**config.mk**
```make
export PLATFORM = sky130hd
export DESIGN_NAME = cache_controller
export DESIGN_NICKNAME = d
export VERILOG_FILES = /design/src/rtl/cache_controller.sv
export SDC_FILE = /design/constraint.sdc
export NUM_CORES = 1
export LEC_CHECK = 0
export ABC_AREA = 0
export BUFFER_PORTS_ARGS = -buffer_cell sky130_fd_sc_hd__buf_2
export CAP_MARGIN = 0
export CORE_MARGIN = 1
export CORE_UTILIZATION = 30
export DETAILED_ROUTE_END_ITERATION = 12
export SYNTH_ARGS = -nofsm -noshare
export SYNTH_HDL_FRONTEND = slang
export SYNTH_SLANG_ARGS = --single-unit
```
**constraint.sdc**
```tcl
create_clock -name clk -period 6.4 [get_ports clk]
set_input_delay 0.96 -clock clk [delete_from_list [all_inputs] [get_ports clk]]
set_output_delay 0.96 -clock clk [all_outputs]
set_load 0.03 [all_outputs]
```
**src/rtl/cache_controller.sv**
```systemverilog
// cache_controller: glue between the MEM stage, a 2-way two-word-line data
// cache and external memory. Read hits complete with zero wait cycles, read
// misses refill a whole 64-bit line, and stores are written through to memory.
// The cache line is updated only when the store hits.
module cache_controller #(
  parameter logic [31:0] BASE_ADDR = 32'd1024
) (
  input  logic        clk,
  input  logic        rst,
  input  logic        cpu_rd_en,
  input  logic        cpu_wr_en,
  input  logic [31:0] cpu_addr,
  input  logic [31:0] cpu_wdata,
  output logic [31:0] cpu_rdata,
  output logic        ready,
  output logic        cache_en_read,
  output logic        cache_en_write,
  output logic        cache_update,
  output logic [18:0] cache_addr,
  output logic [31:0] cache_wdata0,
  output logic [31:0] cache_wdata1,
  input  logic        cache_hit,
  input  logic [31:0] cache_rdata,
  output logic        mem_rd_req,
  output logic        mem_wr_req,
  output logic [18:0] mem_addr,
  output logic [31:0] mem_wdata,
  input  logic [63:0] mem_rdata,
  input  logic        mem_ready
);

  typedef enum logic [2:0] {
    IDLE    = 3'd0,
    RD_WAIT = 3'd1,
    FILL    = 3'd2,
    WR_PEEK = 3'd3,
    WR_WAIT = 3'd4
  } state_t;

  state_t      state_q, state_d;
  logic [63:0] line_q, line_d;    // refill line captured from memory
  logic [31:0] other_q, other_d;  // sibling word read before a store hit
  logic        hit_q, hit_d;      // store hit status sampled in IDLE

  // Address relative to the cache window; wraps modulo 2^19 with no range check.
  logic [31:0] off_s;
  logic [18:0] a_s;
  logic        unused_s;

  assign off_s    = cpu_addr - BASE_ADDR;
  assign a_s      = off_s[18:0];
  assign unused_s = ^off_s[31:19];

  // State and datapath registers; async reset returns to IDLE with cleared data.
  always_ff @(posedge clk or posedge rst) begin
    if (rst) begin
      state_q <= IDLE;
      line_q  <= 64'd0;
      other_q <= 32'd0;
      hit_q   <= 1'b0;
    end else begin
      state_q <= state_d;
      line_q  <= line_d;
      other_q <= other_d;
      hit_q   <= hit_d;
    end
  end

  // Next-state and output decode; every output is forced to 0 while rst is high.
  always_comb begin
    state_d        = state_q;
    line_d         = line_q;
    other_d        = other_q;
    hit_d          = hit_q;
    cpu_rdata      = 32'd0;
    ready          = 1'b0;
    cache_en_read  = 1'b0;
    cache_en_write = 1'b0;
    cache_update   = 1'b0;
    cache_addr     = 19'd0;
    cache_wdata0   = 32'd0;
    cache_wdata1   = 32'd0;
    mem_rd_req     = 1'b0;
    mem_wr_req     = 1'b0;
    mem_addr       = 19'd0;
    mem_wdata      = 32'd0;

    if (rst) begin
      state_d = IDLE;
    end else begin
      case (state_q)
        IDLE: begin
          cache_addr = a_s;
          if (cpu_wr_en) begin
            // Stores take priority; remember whether the line is cached.
            hit_d   = cache_hit;
            state_d = WR_PEEK;
          end else if (cpu_rd_en) begin
            if (cache_hit) begin
              cache_en_read = 1'b1;
              cpu_rdata     = cache_rdata;
              ready         = 1'b1;
            end else begin
              state_d = RD_WAIT;
            end
          end else begin
            state_d = IDLE;
          end
        end

        RD_WAIT: begin
          mem_rd_req = 1'b1;
          mem_addr   = {a_s[18:3], 3'b000};
          if (mem_ready) begin
            line_d  = mem_rdata;
            state_d = FILL;
          end else begin
            state_d = RD_WAIT;
          end
        end

        FILL: begin
          // Allocate the refilled line into the LRU way and return the word.
          cache_en_write = 1'b1;
          cache_update   = 1'b0;
          cache_addr     = a_s;
          cache_wdata0   = line_q[31:0];
          cache_wdata1   = line_q[63:32];
          cpu_rdata      = a_s[2] ? line_q[63:32] : line_q[31:0];
          ready          = 1'b1;
          state_d        = IDLE;
        end

        WR_PEEK: begin
          // Read the other word of the line so a hit can rewrite it intact.
          cache_addr = {a_s[18:3], ~a_s[2], a_s[1:0]};
          other_d    = cache_rdata;
          state_d    = WR_WAIT;
        end

        WR_WAIT: begin
          mem_wr_req = 1'b1;
          mem_addr   = {a_s[18:2], 2'b00};
          mem_wdata  = cpu_wdata;
          cache_addr = a_s;
          if (mem_ready) begin
            ready   = 1'b1;
            state_d = IDLE;
            if (hit_q) begin
              cache_en_write = 1'b1;
              cache_update   = 1'b1;
              cache_wdata0   = a_s[2] ? other_q : cpu_wdata;
              cache_wdata1   = a_s[2] ? cpu_wdata : other_q;
            end else begin
              cache_en_write = 1'b0;
            end
          end else begin
            state_d = WR_WAIT;
          end
        end

        default: begin
          state_d = IDLE;
        end
      endcase
    end
  end

endmodule
```
======== Word level (Yosys, flattened, before mapping) ========
Index checks and enable logic that the tools add are counted.
cells by class
  add/subtract/negate cells ............... 1
  eq/ne operators ......................... 5
  multiplexer cells ....................... 47
  bitwise logic cells ..................... 2
  reduce and logical (&&, ||, !) cells .... 5
operators by type and width
  cell                                                 count
  2-to-1 mux 32 bit                                    15
  one-hot mux 32 bit (2 select lines)                  3
  one-hot mux 19 bit (2 select lines)                  2
  2-to-1 mux 19 bit                                    2
  subtractor 19 x 11 -> 19 bit, second input constant  1
  2-to-1 mux 1 bit                                     16
  2-to-1 mux 3 bit                                     5
  one-hot mux 3 bit (4 select lines)                   1
  equality test 3 x 2 -> 1 bit, second input constant  2
  AND reduction 3 bit                                  2
  != test 5 bit, second input constant                 1
  equality test 3 x 1 -> 1 bit, second input constant  1
  equality test 3 bit, second input constant           1
  logical NOT 3 bit                                    1
  one-hot mux 1 bit (3 select lines)                   1
  OR reduction 3 bit                                   1
  2-to-1 mux 2 bit                                     1
  inverter 1 bit                                       2
  one-hot mux 1 bit (2 select lines)                   1
  AND reduction 2 bit                                  1
storage, ports and cells
  register bits ........................... 100
  output and inout bits ................... 172
  logic and storage cells ................. 64

======== Longest topological paths before layout ========
Gate-level depths: netlist of run 1.
  depth after elaboration ................. 6
  gate-level depth with buffers ........... 6

======== Worst setup path before layout of run 1 ========
No wires, ideal clock.
  kind .................................... input-to-output
  start ................................... in cpu_addr[10]
  end ..................................... out cache_addr[18]
  data arrival time ....................... 2.608 ns
  slack ................................... 2.832 ns
  cell stages on the path ................. 5
  buffers on the path ..................... 0
  path through ............................ inv_1 -> ha_1 -> or3b_2 -> or4_1 -> a21oi_1
on the way
  cells in the longest elaborated chain, start to end .. 3
ends and longest elaborated chain
  element                              line  source
  start: declaration                   12    input logic [31:0] cpu_addr,
  subtractor 19 x 11 -> 19 bit         50    assign off_s = cpu_addr - BASE_ADDR;
  one-hot mux 19 bit (2 select lines)  91    case (state_q)
  2-to-1 mux 19 bit                    88    if (rst) begin
  end: declaration                     19    output logic [18:0] cache_addr,
No other way between the ends.

======== Final worst setup path of run 1 ========
  start ................................... in rst
  end ..................................... out cpu_rdata[13]
on the way
  cells in the longest elaborated chain, start to end .. 1
ends and longest elaborated chain
  element             line  source
  start: declaration  9     input logic rst,
  2-to-1 mux 32 bit   88
  end: declaration    14    output logic [31:0] cpu_rdata,
No other way between the ends.

==> impl_results.md, run 1 <==
- Worst hold-check path type: reg2reg
- Detailed Place HPWL: 17600 microns
- Asr flop ratio synth: 100%
- Clock buffer depth: 2
- CTS tree: yes
- WL per Instance: 19.2 microns
- Routed WL: 25900 microns
- Unique masters post-synth: between 40 and 50
- Crit path from: rst
- # DRC: 0
- Setup Skew: 0.0111 ns
- Post-CTS setup buffer count: 0
- RSZ-0062 raised after global routing: false
- Number of flops mapped to enable cells by yosys: 0
- R2r setup slk: between 3 and 4 ns
- Antenna cells: 0
- Critical path, cell by cell: buf_2, nor3_4, buf_4, nand2_2, o22ai_1, buf_2
- Seq cells post-synth: 100
- CP Capture Type: output pin
- CP max stage cell: nand2_2
- First-pass GRT wire length: 38900 microns
- GRT Util Overall: 20.6%
- Power Density: between 200 and 300 nW/um^2
- Sinks on Clock Net: 100
- Vias in the first global route: about 6900
- DR iter-0 viols: 243
- Die Span Y: about 160 microns
- Starting Density: 30.8%
- Number of fill cells: around 2400
- Worst skew pair latency: 0.35 ns
- Worst stage delay on the critical path: 0.70 ns
- Relative slew slack: 33.2%
- CTS resizes: 0
- Area of the multi-input gates: 4450 sq um
- CTS buffer count: 9
- Setup TNS: 0 ns
- Number of setup violations in the final report: 0
- Pins over their slew limit: 0
- Sequential cell area: around 2500 sq um
- WS Path Type: in2out
- Least-Margin Pin Slew: 0.998 ns
- Chip width: 158 microns
- Fin crit period: approximately 4.2 ns
- Met3 Wirelength: 1580 microns
- Fmax achieved: between 200 and 250 MHz
- Root Buffer: clkbuf_16
- Gpl congestion: 0.775
- Vias: between 6000 and 7000
- Leak: roughly 4.6 nW
- CTS clk-pin slew, worst paths: 0.06 ns
- CP bufs+invs: 3
- Share of layout cells above drive strength 1: 50.8%
- Placed insts: 1332
- Layout area overhead: 29.2%
- Top cell by count, worst path: buf_2
- Core area: 23600 sq um
- Cell taking the most area after synthesis: dfrtp_1
- ANT nets after route: 0
- Worst reg2reg path depth: 4
- Port Buffers: 322
- Worst Path Max Fanout: 34
- Sequential area share after synthesis: 34.4%
- Die footprint: about 25000 sq um
- Nets@finish: between 1000 and 1500
- Post-synth top area share: 34.4%
- M1 WL: 11200 microns
- Finished Core Util: between 30% and 40%
- Max-cap viol count: 0
- Largest net degree at the start of global routing: 67
- Peak VDD IR: 0.000127 V
- Crit path arrival time: 3.21 ns
- Synth Warn #: 0
- Family with the most delay on the worst path: buffers and inverters
- WP data required: 5.44 ns
- Synthesized cell area: 7280 sq um
- Final Non-Filler Cells: 1347
- Std cell rows: 56
- Hold_buf cts: 0
- H-tree depth: 3
- FF-to-FF Start: state_q[0]
- CP startpoint kind: input pin
- End of the critical path: cpu_rdata[13]
- Post-route clock period utilization: 65.2%
- Drt first pass iters: 5
- Cell count after synthesis: ~750
- R2r endpoint: line_q[0]
- Outcome: completed
- Ports: 338
- Gr ovfl total: 0
- Syn_area_per_cell: 9.66 sq um
- Initial antenna violation count: 1
- Fin. Hold Viols: 0
- Crit. path cell count: 6
- Top Metal Used: met5
- Synth area leaders: dfrtp_1, mux2_2, mux2_4, nand4_1, nand2_1
- Ys flop type: dfrtp_1
- Vias per cell: 5.15
- DR WL met2: 12800 microns
layout by cell type, fill, tap and decap left out, types with 2 or more instances in the layout:
cell        count
buf_2         321
mux2_2        101
nand2_1       100
dfrtp_1       100
a21oi_1        75
nand4_1        65
mux2_4         60
and2_1         33
mux2i_1        33
o22ai_1        32
nor2_1         17
and3_1         16
buf_4          15
clkbuf_16       9
inv_1           3
nand3b_1        3
or3_1           3
o31ai_1         2
or4_1           2
nor3_1          2
nor3_4          2
o21ai_0         2
xor2_1          2
xnor2_1         2
nor2b_4         2
conb_1          2
clkbuf_1        2
clkinvlp_4      2
bufinv_16       2
flip-flops by register name (all words and copies together), names as in the netlist:
name / count
hit_q: 1
line_q: 64
other_q: 32
state_q: 3
layer usage:
layer / vias to the layer above / global-route usage [%]
met2: 252 / 35.9
met1: 3399 / 25.9
li1: 3266 / -
met3: 21 / 3.81
met4: 2 / 5.64
met5: - / 0
through the flow:
stage          setup WS [ns]  cell area, sq um  total power, mW  hold WS (ns)
6_report                2.23              9400             2.52         0.515
5_1_grt                 2.06              9400             2.68         0.550
4_1_cts                 2.17              9400             2.55         0.517
3_5_place_dp            2.21              9090             1.94         0.501
3_3_place_gp            2.24              9090             1.91         0.494
2_1_floorplan           2.44              7280             1.69         0.471
final cells by class:
type / instances / area share [%]
Multi-Input combinational cell: 573 / 47.4
Timing Repair Buffer: 336 / 18.3
Clock buffer: 11 / 2.48
Clock inverter: 4 / 0.799
Tap cell: 319 / 4.25
Sequential cell: 100 / 26.6
Inverter: 4 / 0.186
power breakdown:
part           internal, mW  switching, mW  leakage [nW]  total (mW)
combinational         0.471          0.386          3.30       0.857
sequential            0.873          0.194          1.20        1.07
clock                 0.342          0.252         0.142       0.593
cells in the mapped netlist, drive strengths merged, types with 16 or more instances:
| library cell | n |
|---|---|
| a21oi | 75 |
| and2 | 33 |
| and3 | 16 |
| buf | 34 |
| clkbuf | 43 |
| dfrtp | 100 |
| mux2 | 161 |
| mux2i | 33 |
| nand2 | 101 |
| nand4 | 65 |
| nor2 | 17 |
| o22ai | 32 |
worst min path at each step:
stage | startpoint | to | slack (ns) | depth (start not counted)
3_5_place_dp | hit_q | hit_q | 0.50 | 1
2_1_floorplan | hit_q | hit_q | 0.47 | 1
3_3_place_gp | hit_q | hit_q | 0.49 | 1
5_1_grt | other_q[23] | other_q[23] | 0.55 | 1
4_1_cts | hit_q | hit_q | 0.52 | 1
6_report | hit_q | hit_q | 0.51 | 1
kinds of logic after synthesis:
kind of cell / count (synthesis) / share of synthesized area [%]
AND/OR/NAND/NOR: 255 / 18.2
multiplexers: 194 / 32.6
AO/OA/AOI/OAI: 117 / 8.87
flip-flops: 100 / 34.4
buffers and inverters: 81 / 5.28
XOR/XNOR: 4 / 0.482
adder cells (fa/ha/maj): 1 / 0.172
other: 1 / 0.0515
No activity file was read; power rests on OpenSTA's default activity.
==> run 2: changes to the inputs <==
- ABC_AREA: 0 -> 1
- clock period: 6.4 -> 3.91 ns (I/O delays scaled with it)
==> run 2 against run 1 <==
  * Die area decreased by 0.56%
  * Flip-flop and latch count unchanged
  * Clock-buffer cell count decreased by 1
  * Power increased by 67%
  * Synthesized cell count increased by 58%
  * Global-route usage decreased by 0.27 points
  * First-iteration DRC count increased to 2.6 times the previous value
  * Clock skew about the same
==> impl_results.md, run 2 <==
- WP data required: ~3.3 ns
- Top reg by flops: line_q
- Starting Density: 30.7%
- Port Buffers: approximately 320
- Setup Skew: 0.0109 ns
- Worst reg2reg path depth: 6
- Family with the most delay on the worst path: buffers and inverters
- Core area: 23500 sq um
- RSZ-0062 raised after global routing: false
- DR iter-0 viols: 639
- Gpl congestion: about 0.80
- Least-Margin Pin Slew: between 0.8 and 0.9 ns
- Sinks on Clock Net: 100
- GRT Util Overall: 20.4%
- Max-cap viol count: 0
- Initial antenna violation count: 3
- Worst Path Max Fanout: 54
- Routed WL: between 20000 and 30000 microns
- Worst stage delay on the critical path: 0.50 ns
- Nets@finish: 1622
- Hold path start: mem_rdata[46]
- Setup TNS: 0 ns
- Number of setup violations in the final report: 0
- End of the critical path: cache_wdata1[14]
- Layout area overhead: 27.7%
- Seq cells post-synth: 100
- Crit path arrival time: about 2.4 ns
- Syn_area_per_cell: approximately 6.1 sq um
- Crit. path cell count: 8
- Die footprint: 24700 sq um
- Fin. Hold Viols: 0
- Cell taking the most area after synthesis: dfrtp_1
- Post-CTS setup buffer count: 0
- CTS resizes: 0
- Fmax achieved: 336 MHz
- Commonest non-fill, non-tap cells in the layout: nand2_1, buf_2, a21oi_1
- Std cell rows: 56
- Gr ovfl total: 0
- CTS buffer count: 9
- Power Density: roughly 460 nW/um^2
- Max reg flops: 64
- # DRC: 0
- R2r endpoint: line_q[63]
- Sequential cell area: 2500 sq um
- CP startpoint kind: register
- Ys flop type: dfrtp_1
- Worst hold-check path type: in2reg
- Drt first pass iters: 5
- Root Buffer: clkbuf_16
- Critical path, cell by cell: inv_2, nor2_4, nand2_2, clkinv_2, buf_12, nand2_1, a21oi_1, buf_2
- WL per Instance: ~15 microns
- Vias per cell: 4.65
- Count leader, synth: nand2_1
- Sequential area share after synthesis: 34.6%
- CP bufs+invs: 4
- Ports: between 300 and 400
- CTS tree: yes
- Post-synth top area share: between 30% and 40%
- ANT nets after route: 0
- Chip width: 157 microns
- Asr flop ratio synth: 100%
- Final Non-Filler Cells: 1780
- R2r setup slk: 1.61 ns
- Leak: 5.20 nW
- Synth Warn #: 0
- Vias in the first global route: 7379
- Synth area leaders: dfrtp_1, nand2_1, a21oi_1, nor2_1, o21ai_0
- Synthesized cell area: 7230 sq um
- Hold_buf cts: 0
- Top flop regs: line_q (64), other_q (32), state_q (3)
- Die Span Y: 157 microns
- Crit path from: state_q[1]
- Post-route clock period utilization: 76.1%
- Peak VDD IR: approximately 0.00020 V
- Share of layout cells above drive strength 1: 26.7%
- FF-to-FF Start: state_q[1]
- CP Capture Type: output pin
- CP max stage cell: clkinv_2
- Vias: between 8000 and 9000
- Placed insts: between 1500 and 2000
- First-pass GRT wire length: 39400 microns
- Fin crit period: 2.97 ns
- WS Path Type: reg2out
- Largest net degree at the start of global routing: 162
- H-tree depth: 3
- Number of fill cells: 2610
- Detailed Place HPWL: 18000 microns
- CTS clk-pin slew, worst paths: 0.08 ns
- Worst skew pair latency: 0.35 ns
- Hold path cells: 3
- Hold WS: roughly 0.46 ns
- Outcome: completed
- Number of flops mapped to enable cells by yosys: 0
- Area of the multi-input gates: around 3900 sq um
- Most common cell after layout, fill and taps aside: nand2_1
- Unique masters post-synth: 26
- Top cells by count, synth: nand2_1, a21oi_1, nor2_1, dfrtp_1, inv_1
- Pins over their slew limit: 0
- Clock buffer depth: 2
- Cell count after synthesis: 1192
- Relative slew slack: 43.5%
-- run 2: changes by cell type after synthesis, sizes merged, moves of 57 or more --
cell	previous run	this run
a21oi	75	132
nand2	101	507
o21ai	3	72
nand3	1	68
nor2	17	117
mux2	161	0
inv	4	94
nand4	65	2
-- run 2: per-layer routing --
metal  up-vias  share of wire, %  track usage (%)
li1       4226                 -                -
met1      3763                45             26.9
met2       265                48             34.3
met3        24               5.4             2.75
met4         2               1.7             6.33
met5         -             0.050                0
-- run 2: through the flow --
step	util, %	power, mW	area, sq um	worst slack [ns]
3_5_place_dp	38.0	3.31	8950	1.10
6_report	39.3	4.21	9240	0.936
2_1_floorplan	-	2.87	7240	0.517
5_1_grt	39.3	4.54	9240	0.710
4_1_cts	39.2	4.25	9240	0.878
3_3_place_gp	38.0	3.27	8950	1.13
-- run 2: worst min path at each step --
stage,slack [ns],endpoint
floorplan,0.45,hit_q
global placement,0.48,line_q[31]
detailed placement,0.48,line_q[53]
CTS,0.44,line_q[46]
global route,0.46,line_q[42]
finish,0.46,line_q[46]
-- run 2: layout make-up --
class | instances | share of cell area [%]
diodes | 2 | 0.0542
multi-input cells | 908 | 42.3
inverters | 97 | 3.98
flip-flops and latches | 100 | 27.1
clock buffers | 10 | 2.48
clock inverters | 5 | 0.663
repair buffers | 339 | 19.1
well taps | 319 | 4.32
-- run 2: logic make-up (layout without fill, tap and decap cells) --
kind of cell	after synthesis	after routing	share of synthesized area (%)
adders and majority gates	1	1	0.173
other	1	4	0.0518
AOI/OAI and AO/OA	205	205	14.8
DFF	100	100	34.6
buffers and inverters	185	451	11.7
xor gates and xnor gates	3	3	0.363
and+or+nand+nor	697	697	38.3
-- run 2: report_power, final --
group	leakage (nW)	switching (mW)	total, mW	internal [mW]
clock network	0.131	0.420	0.917	0.496
logic	3.88	0.963	1.47	0.508
registers	1.18	0.338	1.82	1.48
-- run 2: worst reg2reg max path: stages (launching register included) --
cell and delay (ns):
dfrtp_1 0.43, inv_2 0.12, nand3_1 0.16, nor2_4 0.67, buf_4 0.53, nand3_1 0.21, nand2_1 0.12
